<file path="src/rtl/sprite_line_fetch_if.sv">
// Signal bundle between the XGA timing/register side and the sprite line fetcher.
// The slave modport is the fetcher's view; master is the driving side.
interface sprite_line_fetch_if;
   logic        en;
   logic [10:0] h_cnt;
   logic [9:0]  v_cnt;
   logic [7:0]  spr0_x;
   logic [7:0]  spr0_y;
   logic [63:0] spr0_bmp;
   logic [7:0]  spr1_x;
   logic [7:0]  spr1_y;
   logic [63:0] spr1_bmp;
   logic        coll_clr;
   logic        pixel_on;
   logic [1:0]  spr_hit;
   logic        collision;
   logic        fetch_busy;

   modport master (
      output en, h_cnt, v_cnt, spr0_x, spr0_y, spr0_bmp, spr1_x, spr1_y, spr1_bmp, coll_clr,
      input  pixel_on, spr_hit, collision, fetch_busy
   );

   modport slave (
      input  en, h_cnt, v_cnt, spr0_x, spr0_y, spr0_bmp, spr1_x, spr1_y, spr1_bmp, coll_clr,
      output pixel_on, spr_hit, collision, fetch_busy
   );
endinterface

</file>
<file path="src/rtl/sprite_line_fetch.sv">
// Two-sprite 8x8 scanline fetcher: loads next-line rows into shadow registers during
// horizontal blanking, swaps them in at line end, and shifts out per-pixel hits.
module sprite_line_fetch #(
   parameter int unsigned H_ACTIVE   = 1024,
   parameter int unsigned H_TOTAL    = 1344,
   parameter int unsigned V_ACTIVE   = 768,
   parameter int unsigned V_TOTAL    = 806,
   parameter int unsigned SCALE_LOG2 = 2
) (
   input logic                clk,
   input logic                rst_n,
   sprite_line_fetch_if.slave bus
);

   localparam logic [10:0] HActive = 11'(H_ACTIVE);
   localparam logic [10:0] HLast   = 11'(H_TOTAL - 1);
   localparam logic [9:0]  VActive = 10'(V_ACTIVE);
   localparam logic [9:0]  VLast   = 10'(V_TOTAL - 1);

   typedef enum logic [1:0] {StIdle, StFetch0, StFetch1, StDone} state_e;

   state_e     state_q, state_d;
   logic [7:0] shadow_row0_q, shadow_row0_d, shadow_row1_q, shadow_row1_d;
   logic [7:0] shadow_x0_q, shadow_x0_d, shadow_x1_q, shadow_x1_d;
   logic [7:0] active_row0_q, active_row0_d, active_row1_q, active_row1_d;
   logic [7:0] active_x0_q, active_x0_d, active_x1_q, active_x1_d;
   logic [1:0] spr_hit_q;
   logic       collision_q, collision_d;

   logic [9:0] tv;
   logic [7:0] tly;
   logic [7:0] lx;
   logic       tline_act;
   logic       video_active;
   logic       pix0, pix1;

   // 9-bit compares so a sprite near 255 clips instead of wrapping to 0.
   function automatic logic in_window(input logic [7:0] pos, input logic [7:0] base);
      return ({1'b0, pos} >= {1'b0, base}) && ({1'b0, pos} < ({1'b0, base} + 9'd8));
   endfunction

   function automatic logic [7:0] bmp_row(input logic [63:0] bmp, input logic [2:0] r);
      return bmp[{r, 3'b000} +: 8];
   endfunction

   function automatic logic pix_lit(input logic [7:0] pos, input logic [7:0] base,
                                    input logic [7:0] row);
      logic [2:0] col;
      col = 3'(pos - base);
      return in_window(pos, base) && row[col];
   endfunction

   always_comb begin
      tv           = (bus.v_cnt == VLast) ? 10'd0 : bus.v_cnt + 10'd1;
      tly          = 8'(tv >> SCALE_LOG2);
      tline_act    = (tv < VActive);
      lx           = 8'(bus.h_cnt >> SCALE_LOG2);
      video_active = (bus.h_cnt < HActive) && (bus.v_cnt < VActive);
      pix0         = video_active && pix_lit(lx, active_x0_q, active_row0_q);
      pix1         = video_active && pix_lit(lx, active_x1_q, active_row1_q);
   end

   always_comb begin
      state_d       = state_q;
      shadow_row0_d = shadow_row0_q;
      shadow_row1_d = shadow_row1_q;
      shadow_x0_d   = shadow_x0_q;
      shadow_x1_d   = shadow_x1_q;
      active_row0_d = active_row0_q;
      active_row1_d = active_row1_q;
      active_x0_d   = active_x0_q;
      active_x1_d   = active_x1_q;

      case (state_q)
         StIdle: begin
            if (bus.h_cnt == HActive) state_d = StFetch0;
         end
         StFetch0: begin
            state_d = StFetch1;
            if (tline_act && in_window(tly, bus.spr0_y)) begin
               shadow_row0_d = bmp_row(bus.spr0_bmp, 3'(tly - bus.spr0_y));
               shadow_x0_d   = bus.spr0_x;
            end else begin
               shadow_row0_d = 8'd0;
            end
         end
         StFetch1: begin
            state_d = StDone;
            if (tline_act && in_window(tly, bus.spr1_y)) begin
               shadow_row1_d = bmp_row(bus.spr1_bmp, 3'(tly - bus.spr1_y));
               shadow_x1_d   = bus.spr1_x;
            end else begin
               shadow_row1_d = 8'd0;
            end
         end
         StDone:  state_d = StIdle;
         default: state_d = StIdle;
      endcase

      // Both sprites switch together so a line never mixes old and new data.
      if (bus.h_cnt == HLast) begin
         active_row0_d = shadow_row0_q;
         active_row1_d = shadow_row1_q;
         active_x0_d   = shadow_x0_q;
         active_x1_d   = shadow_x1_q;
      end
   end

   // Clear is honoured even while stalled; a coincident set takes precedence.
   always_comb begin
      collision_d = collision_q;
      if (bus.en && pix0 && pix1) begin
         collision_d = 1'b1;
      end else if (bus.coll_clr) begin
         collision_d = 1'b0;
      end
   end

   always_ff @(posedge clk) begin
      if (!rst_n) begin
         state_q       <= StIdle;
         shadow_row0_q <= 8'd0;
         shadow_row1_q <= 8'd0;
         shadow_x0_q   <= 8'd0;
         shadow_x1_q   <= 8'd0;
         active_row0_q <= 8'd0;
         active_row1_q <= 8'd0;
         active_x0_q   <= 8'd0;
         active_x1_q   <= 8'd0;
         spr_hit_q     <= 2'd0;
         collision_q   <= 1'b0;
      end else begin
         if (bus.en) begin
            state_q       <= state_d;
            shadow_row0_q <= shadow_row0_d;
            shadow_row1_q <= shadow_row1_d;
            shadow_x0_q   <= shadow_x0_d;
            shadow_x1_q   <= shadow_x1_d;
            active_row0_q <= active_row0_d;
            active_row1_q <= active_row1_d;
            active_x0_q   <= active_x0_d;
            active_x1_q   <= active_x1_d;
            spr_hit_q     <= {pix1, pix0};
         end
         collision_q <= collision_d;
      end
   end

   assign bus.spr_hit    = spr_hit_q;
   assign bus.pixel_on   = |spr_hit_q;
   assign bus.collision  = collision_q;
   assign bus.fetch_busy = (state_q != StIdle);

endmodule
</file>
<file path="src/flat_wrapper.sv">
// flat-port wrapper written by rule: the top's interface ports become plain ports
module sprite_line_fetch_flat 
#(
   parameter int unsigned H_ACTIVE   = 1024,
   parameter int unsigned H_TOTAL    = 1344,
   parameter int unsigned V_ACTIVE   = 768,
   parameter int unsigned V_TOTAL    = 806,
   parameter int unsigned SCALE_LOG2 = 2
)
  (clk, rst_n, bus_en, bus_h_cnt, bus_v_cnt, bus_spr0_x, bus_spr0_y, bus_spr0_bmp, bus_spr1_x, bus_spr1_y, bus_spr1_bmp, bus_coll_clr, bus_pixel_on, bus_spr_hit, bus_collision, bus_fetch_busy);
  sprite_line_fetch_if bus_i ();
  input logic clk;
  input logic rst_n;
  input wire logic [$bits(bus_i.en)-1:0] bus_en;
  input wire logic [$bits(bus_i.h_cnt)-1:0] bus_h_cnt;
  input wire logic [$bits(bus_i.v_cnt)-1:0] bus_v_cnt;
  input wire logic [$bits(bus_i.spr0_x)-1:0] bus_spr0_x;
  input wire logic [$bits(bus_i.spr0_y)-1:0] bus_spr0_y;
  input wire logic [$bits(bus_i.spr0_bmp)-1:0] bus_spr0_bmp;
  input wire logic [$bits(bus_i.spr1_x)-1:0] bus_spr1_x;
  input wire logic [$bits(bus_i.spr1_y)-1:0] bus_spr1_y;
  input wire logic [$bits(bus_i.spr1_bmp)-1:0] bus_spr1_bmp;
  input wire logic [$bits(bus_i.coll_clr)-1:0] bus_coll_clr;
  output wire logic [$bits(bus_i.pixel_on)-1:0] bus_pixel_on;
  output wire logic [$bits(bus_i.spr_hit)-1:0] bus_spr_hit;
  output wire logic [$bits(bus_i.collision)-1:0] bus_collision;
  output wire logic [$bits(bus_i.fetch_busy)-1:0] bus_fetch_busy;
  assign bus_i.en = bus_en;
  assign bus_i.h_cnt = bus_h_cnt;
  assign bus_i.v_cnt = bus_v_cnt;
  assign bus_i.spr0_x = bus_spr0_x;
  assign bus_i.spr0_y = bus_spr0_y;
  assign bus_i.spr0_bmp = bus_spr0_bmp;
  assign bus_i.spr1_x = bus_spr1_x;
  assign bus_i.spr1_y = bus_spr1_y;
  assign bus_i.spr1_bmp = bus_spr1_bmp;
  assign bus_i.coll_clr = bus_coll_clr;
  assign bus_pixel_on = bus_i.pixel_on;
  assign bus_spr_hit = bus_i.spr_hit;
  assign bus_collision = bus_i.collision;
  assign bus_fetch_busy = bus_i.fetch_busy;
  sprite_line_fetch #(.H_ACTIVE(H_ACTIVE), .H_TOTAL(H_TOTAL), .V_ACTIVE(V_ACTIVE), .V_TOTAL(V_TOTAL), .SCALE_LOG2(SCALE_LOG2)) u_core (.clk(clk), .rst_n(rst_n), .bus(bus_i));
endmodule
</file>
<file path="config.mk">
export PLATFORM = sky130hd
export DESIGN_NAME = sprite_line_fetch_flat
export DESIGN_NICKNAME = d
export VERILOG_FILES = /design/src/rtl/sprite_line_fetch_if.sv /design/src/rtl/sprite_line_fetch.sv /design/src/flat_wrapper.sv
export SDC_FILE = /design/constraint.sdc
export NUM_CORES = 1
export LEC_CHECK = 0
export ABC_AREA = 1
export CAP_MARGIN = 15
export CORE_UTILIZATION = 47
export DETAILED_ROUTE_END_ITERATION = 8
export PLACE_DENSITY = 0.9
export SKIP_LAST_GASP = 1
export SLEW_MARGIN = 20
export SYNTH_ARGS = -nofsm -noshare
export SYNTH_HDL_FRONTEND = slang
export SYNTH_SLANG_ARGS = --single-unit
</file>
<file path="constraint.sdc">
create_clock -name clk -period 3.8 [get_ports clk]
set_clock_uncertainty 0.15 [all_clocks]
set_input_delay 0.76 -clock clk [delete_from_list [all_inputs] [get_ports clk]]
set_output_delay 0.76 -clock clk [all_outputs]
set_load 0.03 [all_outputs]
</file>
==> implementation parameters <==
Parameter                              Value

Outcome
  Failing checks ... DRC
  Status ... complete, but fails checks

Clocking
  Post-CTS Resized ... 0
  H-tree depth ... 3
  Clock buffer depth ... 2
  Hold buffers post-CTS ... 0
  CTS tree ... yes
  Number of buffers created by CTS ... 9
  Count of clock tree sinks ... 69
  Clock root buffer ... sky130_fd_sc_hd__clkbuf_16
  Clk pin slew, worst setup/hold paths ... 0.06 ns
  Worst-skew pair later-pin latency ... 0.33 ns
  Buffers inserted during post-CTS setup optimization ... 0

GRT
  Number of antenna violations at the first check in global routing ... 0
  Pin count of the biggest net entering global routing ... 65
  Tot GR Track Use ... 27.20%
  Vias in the first global route ... 6465
  Overflow left after global routing ... 0
  Global-route wire length before repair ... 28180 um

Routing
  Count of TritonRoute iterations in the first routing pass ... 7
  Routed WL per cell ... 13.85 um
  Number of vias after detailed routing ... 6518
  Sum of routed wire length over all layers ... 16780 um
  Iter 0 DRT Violations ... 373
  Post-DRT Antenna Nets ... 0
  Remaining DRCs ... 1
  Via density per instance ... 5.382

STA
  Minimum hold slack ... 0.3119 ns
  Final clock period utilization by the worst path ... 91.96%
  Number of failing hold endpoints at the final stage ... 0
  Min Clock Period, post-route ... 3.494 ns
  Max Freq ... 0.2862 GHz
  Max-slew violation total from the final report ... 0
  Max-slew headroom at the worst pin ... 45.65%
  Worst path setup slack after routing ... 0.3056 ns
  RSZ-0062 raised after global routing ... no
  Final setup violation count ... 0
  Setup total negative slack ... 0 ns
  Slew at the pin with the worst max-slew slack ... 0.8144 ns

Finish
  Area growth from synthesis to final layout ... 42.31%
  Antenna fix cells ... 0
  Ratio of cells with drive above 1 in the final layout ... 6.554%
  Fraction of the core area covered by cells at the end of the flow ... 69.86%
  Total of fill cells in the finished design ... 950
  # nets final ... 1311

Power and ir drop
  Max VDD drop ... 0.2294 mV
  Pwr dens ... 292.9 mW/mm2
  Leakage power summed over all cells ... 3.452 nW

Logic synthesis
  Fraction of registers with async set or reset after synthesis ... 0%
  Yosys Warn Count ... 0
  Portion of netlist area occupied by mux cells ... 0%
  Post-synthesis register bit count ... 69
  Post-Synth XOR/XNOR Area ... 2.295%
  Distinct cells, synth ... 44
  Cell area after synthesis ... 0.005725 mm2
  Mapped Cells ... 875
  Net count of the mapped netlist ... 1123
  Average footprint of a synthesized cell ... 6.543 um2
  Largest family of logic cells by synthesized area ... simple AND/OR/NAND/NOR gates
  Ys flop type ... sky130_fd_sc_hd__dfxtp_1
  Synthesized-area fraction occupied by adder cells ... 14.29%
  Post-synthesis compound-gate area fraction ... 19.82%
  Number of enable flip-flop cells after synthesis ... 0
  Post-synthesis sequential area ratio ... 24.13%
  Post-synthesis simple-gate area fraction ... 30.24%

Critical path
  Critical path launch point type ... primary input
  Type of destination of the critical path ... flop
  Largest stage delay on the critical path ... 0.49 ns
  Worst endpoint required time ... 3.91 ns
  Maximum fanout count along the critical path ... 16
  Critical path type ... primary input to flop
  CP max stage cell ... sky130_fd_sc_hd__clkdlybuf4s50_1
  Cells along the critical path ... clkdlybuf4s50_1, nor4_2, nand3_1, nand3b_1, ha_1, inv_1, fa_1, inv_1, buf_4, o21ai_0, o22ai_1, nor2_1, a31oi_1, nand3_1, a21oi_1
  Data arrival time at the worst-slack endpoint ... 3.61 ns

Floorplanning
  Effective utilization at floorplan ... 49.09%
  Standard-cell row count ... 39
  Core ar. ... 0.01166 mm2
  Number of placed I/O pins ... 190
  Die W ... 112.4 um
  Chip height ... 112.4 um
  Die outline area ... 0.01263 mm2

Run
  Number of maximum-capacitance constraint violations ... 0

Placed design
  Final weighted congestion in routability-driven placement ... 0.9083
  # port buffers ... 189
  Minimum setup slack after placement ... -0.05629 ns
  Placed wire-length estimate ... 13350 um

Hold path
  Classification of the worst-slack hold path ... flop to flop
==> critical path: cells and delay by family <==
family                   cells  cell delay [ns]
AND/OR/NAND/NOR              5             0.82
adder cells (fa/ha/maj)      2             0.67
buffers and inverters        4             0.82
AO/OA/AOI/OAI                4             0.54
==> cell type report <==
cell class	count	area (um2)	share of cell area [%]
Clock buffer	10	229.0	2.810
Clock inverter	6	71.32	0.8753
Inverter	100	384.1	4.714
Multi-Input combinational cell	672	3821	46.90
Sequential cell	69	1381	16.95
Tap cell	143	178.9	2.196
Timing Repair Buffer	211	2082	25.55
==> power breakdown <==
group          leakage (nW)  internal [W]  switching [W]
clock                 0.140      0.000514       0.000329
sequential            0.556      0.000730     0.00000418
combinational          2.76      0.000391       0.000419
==> cell families (layout without fill, tap and decap cells) <==
kind of cell / Yosys count / count (layout)
AND/OR/NAND/NOR: 396 / 396
adder cells (fa/ha/maj): 63 / 63
AO/OA/AOI/OAI: 198 / 198
XOR/XNOR: 15 / 15
buffers and inverters: 134 / 327
flip-flops: 69 / 69
==> cell usage in the layout (no fill, tap or decap), types with 3 or more instances in the layout <==
master                            synthesis  layout
sky130_fd_sc_hd__nand3b_1                 6       6
sky130_fd_sc_hd__inv_1                   97      96
sky130_fd_sc_hd__o21ai_1                  4       5
sky130_fd_sc_hd__nand2_2                  3       3
sky130_fd_sc_hd__nand2_1                129     129
sky130_fd_sc_hd__buf_4                    0      20
sky130_fd_sc_hd__nand4_1                 11      11
sky130_fd_sc_hd__nor2_2                  11      11
sky130_fd_sc_hd__o22ai_1                 21      21
sky130_fd_sc_hd__nor3_1                   7       6
sky130_fd_sc_hd__xor2_1                  11      11
sky130_fd_sc_hd__a21oi_2                  3       3
sky130_fd_sc_hd__clkinvlp_4               0       3
sky130_fd_sc_hd__nor2_1                 171     171
sky130_fd_sc_hd__ha_1                    59      59
sky130_fd_sc_hd__clkdlybuf4s50_1          0     189
sky130_fd_sc_hd__fa_1                     4       4
sky130_fd_sc_hd__xnor2_1                  4       4
sky130_fd_sc_hd__a211oi_1                33      33
sky130_fd_sc_hd__a31oi_1                  7       7
sky130_fd_sc_hd__dfxtp_1                 69      69
sky130_fd_sc_hd__inv_6                    1       3
sky130_fd_sc_hd__a21oi_1                 45      45
sky130_fd_sc_hd__clkbuf_16                0       9
sky130_fd_sc_hd__o21ai_0                 79      78
sky130_fd_sc_hd__nand3_1                 43      43
==> sequential cells by signal, summed over array words and instances, names as in the netlist <==
signal / flops
u_core.bus.spr_hit: 2
u_core.state_q: 2
u_core.active_x0_q: 8
u_core.active_row1_q: 8
u_core.shadow_x1_q: 8
u_core.shadow_row0_q: 8
u_core.active_row0_q: 8
u_core.shadow_row1_q: 8
u_core.active_x1_q: 8
u_core.shadow_x0_q: 8
u_core.bus.collision: 1
==> metrics by stage <==
step | cell area, um2 | power (W) | instances
global placement | 7839 | 0.001532 | 1195
detailed placement | 7839 | 0.001547 | 1195
floorplan | 5725 | 0.001200 | 875
CTS | 8139 | 0.002387 | 1211
finish | 8148 | 0.002386 | 1211
global route | 8148 | 0.002514 | 1211
==> cell usage after synthesis (all sizes together), types with 4 or more instances <==
cell,instances,area [um2]
dfxtp,69,1381
nand2,134,525.5
fa,4,80.08
nor2,183,722.0
nand4,12,90.09
nand3,46,252.8
clkbuf,28,106.4
xnor2,4,35.03
inv,100,380.4
a21oi,48,251.5
xor2,11,96.34
a31oi,7,43.79
o22ai,21,131.4
nor3,8,45.04
ha,59,738.2
o21ai,83,415.4
buf,6,41.29
nand3b,6,45.04
a211oi,33,247.7
==> final timing paths <==
path / start / endpoint / slack (ns) / cells after the start
worst min-delay path: u_core.active_x0_q[0] / u_core.active_x0_q[0] / 0.31 / 2
worst min register to register: u_core.active_x0_q[0] / u_core.active_x0_q[0] / 0.31 / 2
worst max register to register: u_core.active_x1_q[0] / u_core.bus.collision / 1.56 / 12
worst max-delay path: bus_v_cnt[4] / u_core.shadow_row1_q[1] / 0.31 / 15
==> layer usage <==
metal | up-vias | global-route usage [%] | wire length, um
met2 | 241 | 50.14 | 8175
li1 | 3303 | - | -
met4 | 0 | 9.956 | 419
met3 | 37 | 5.184 | 1048
met1 | 2937 | 31.13 | 7133
met5 | - | 0 | 0
No activity file was read; power rests on OpenSTA's default activity.
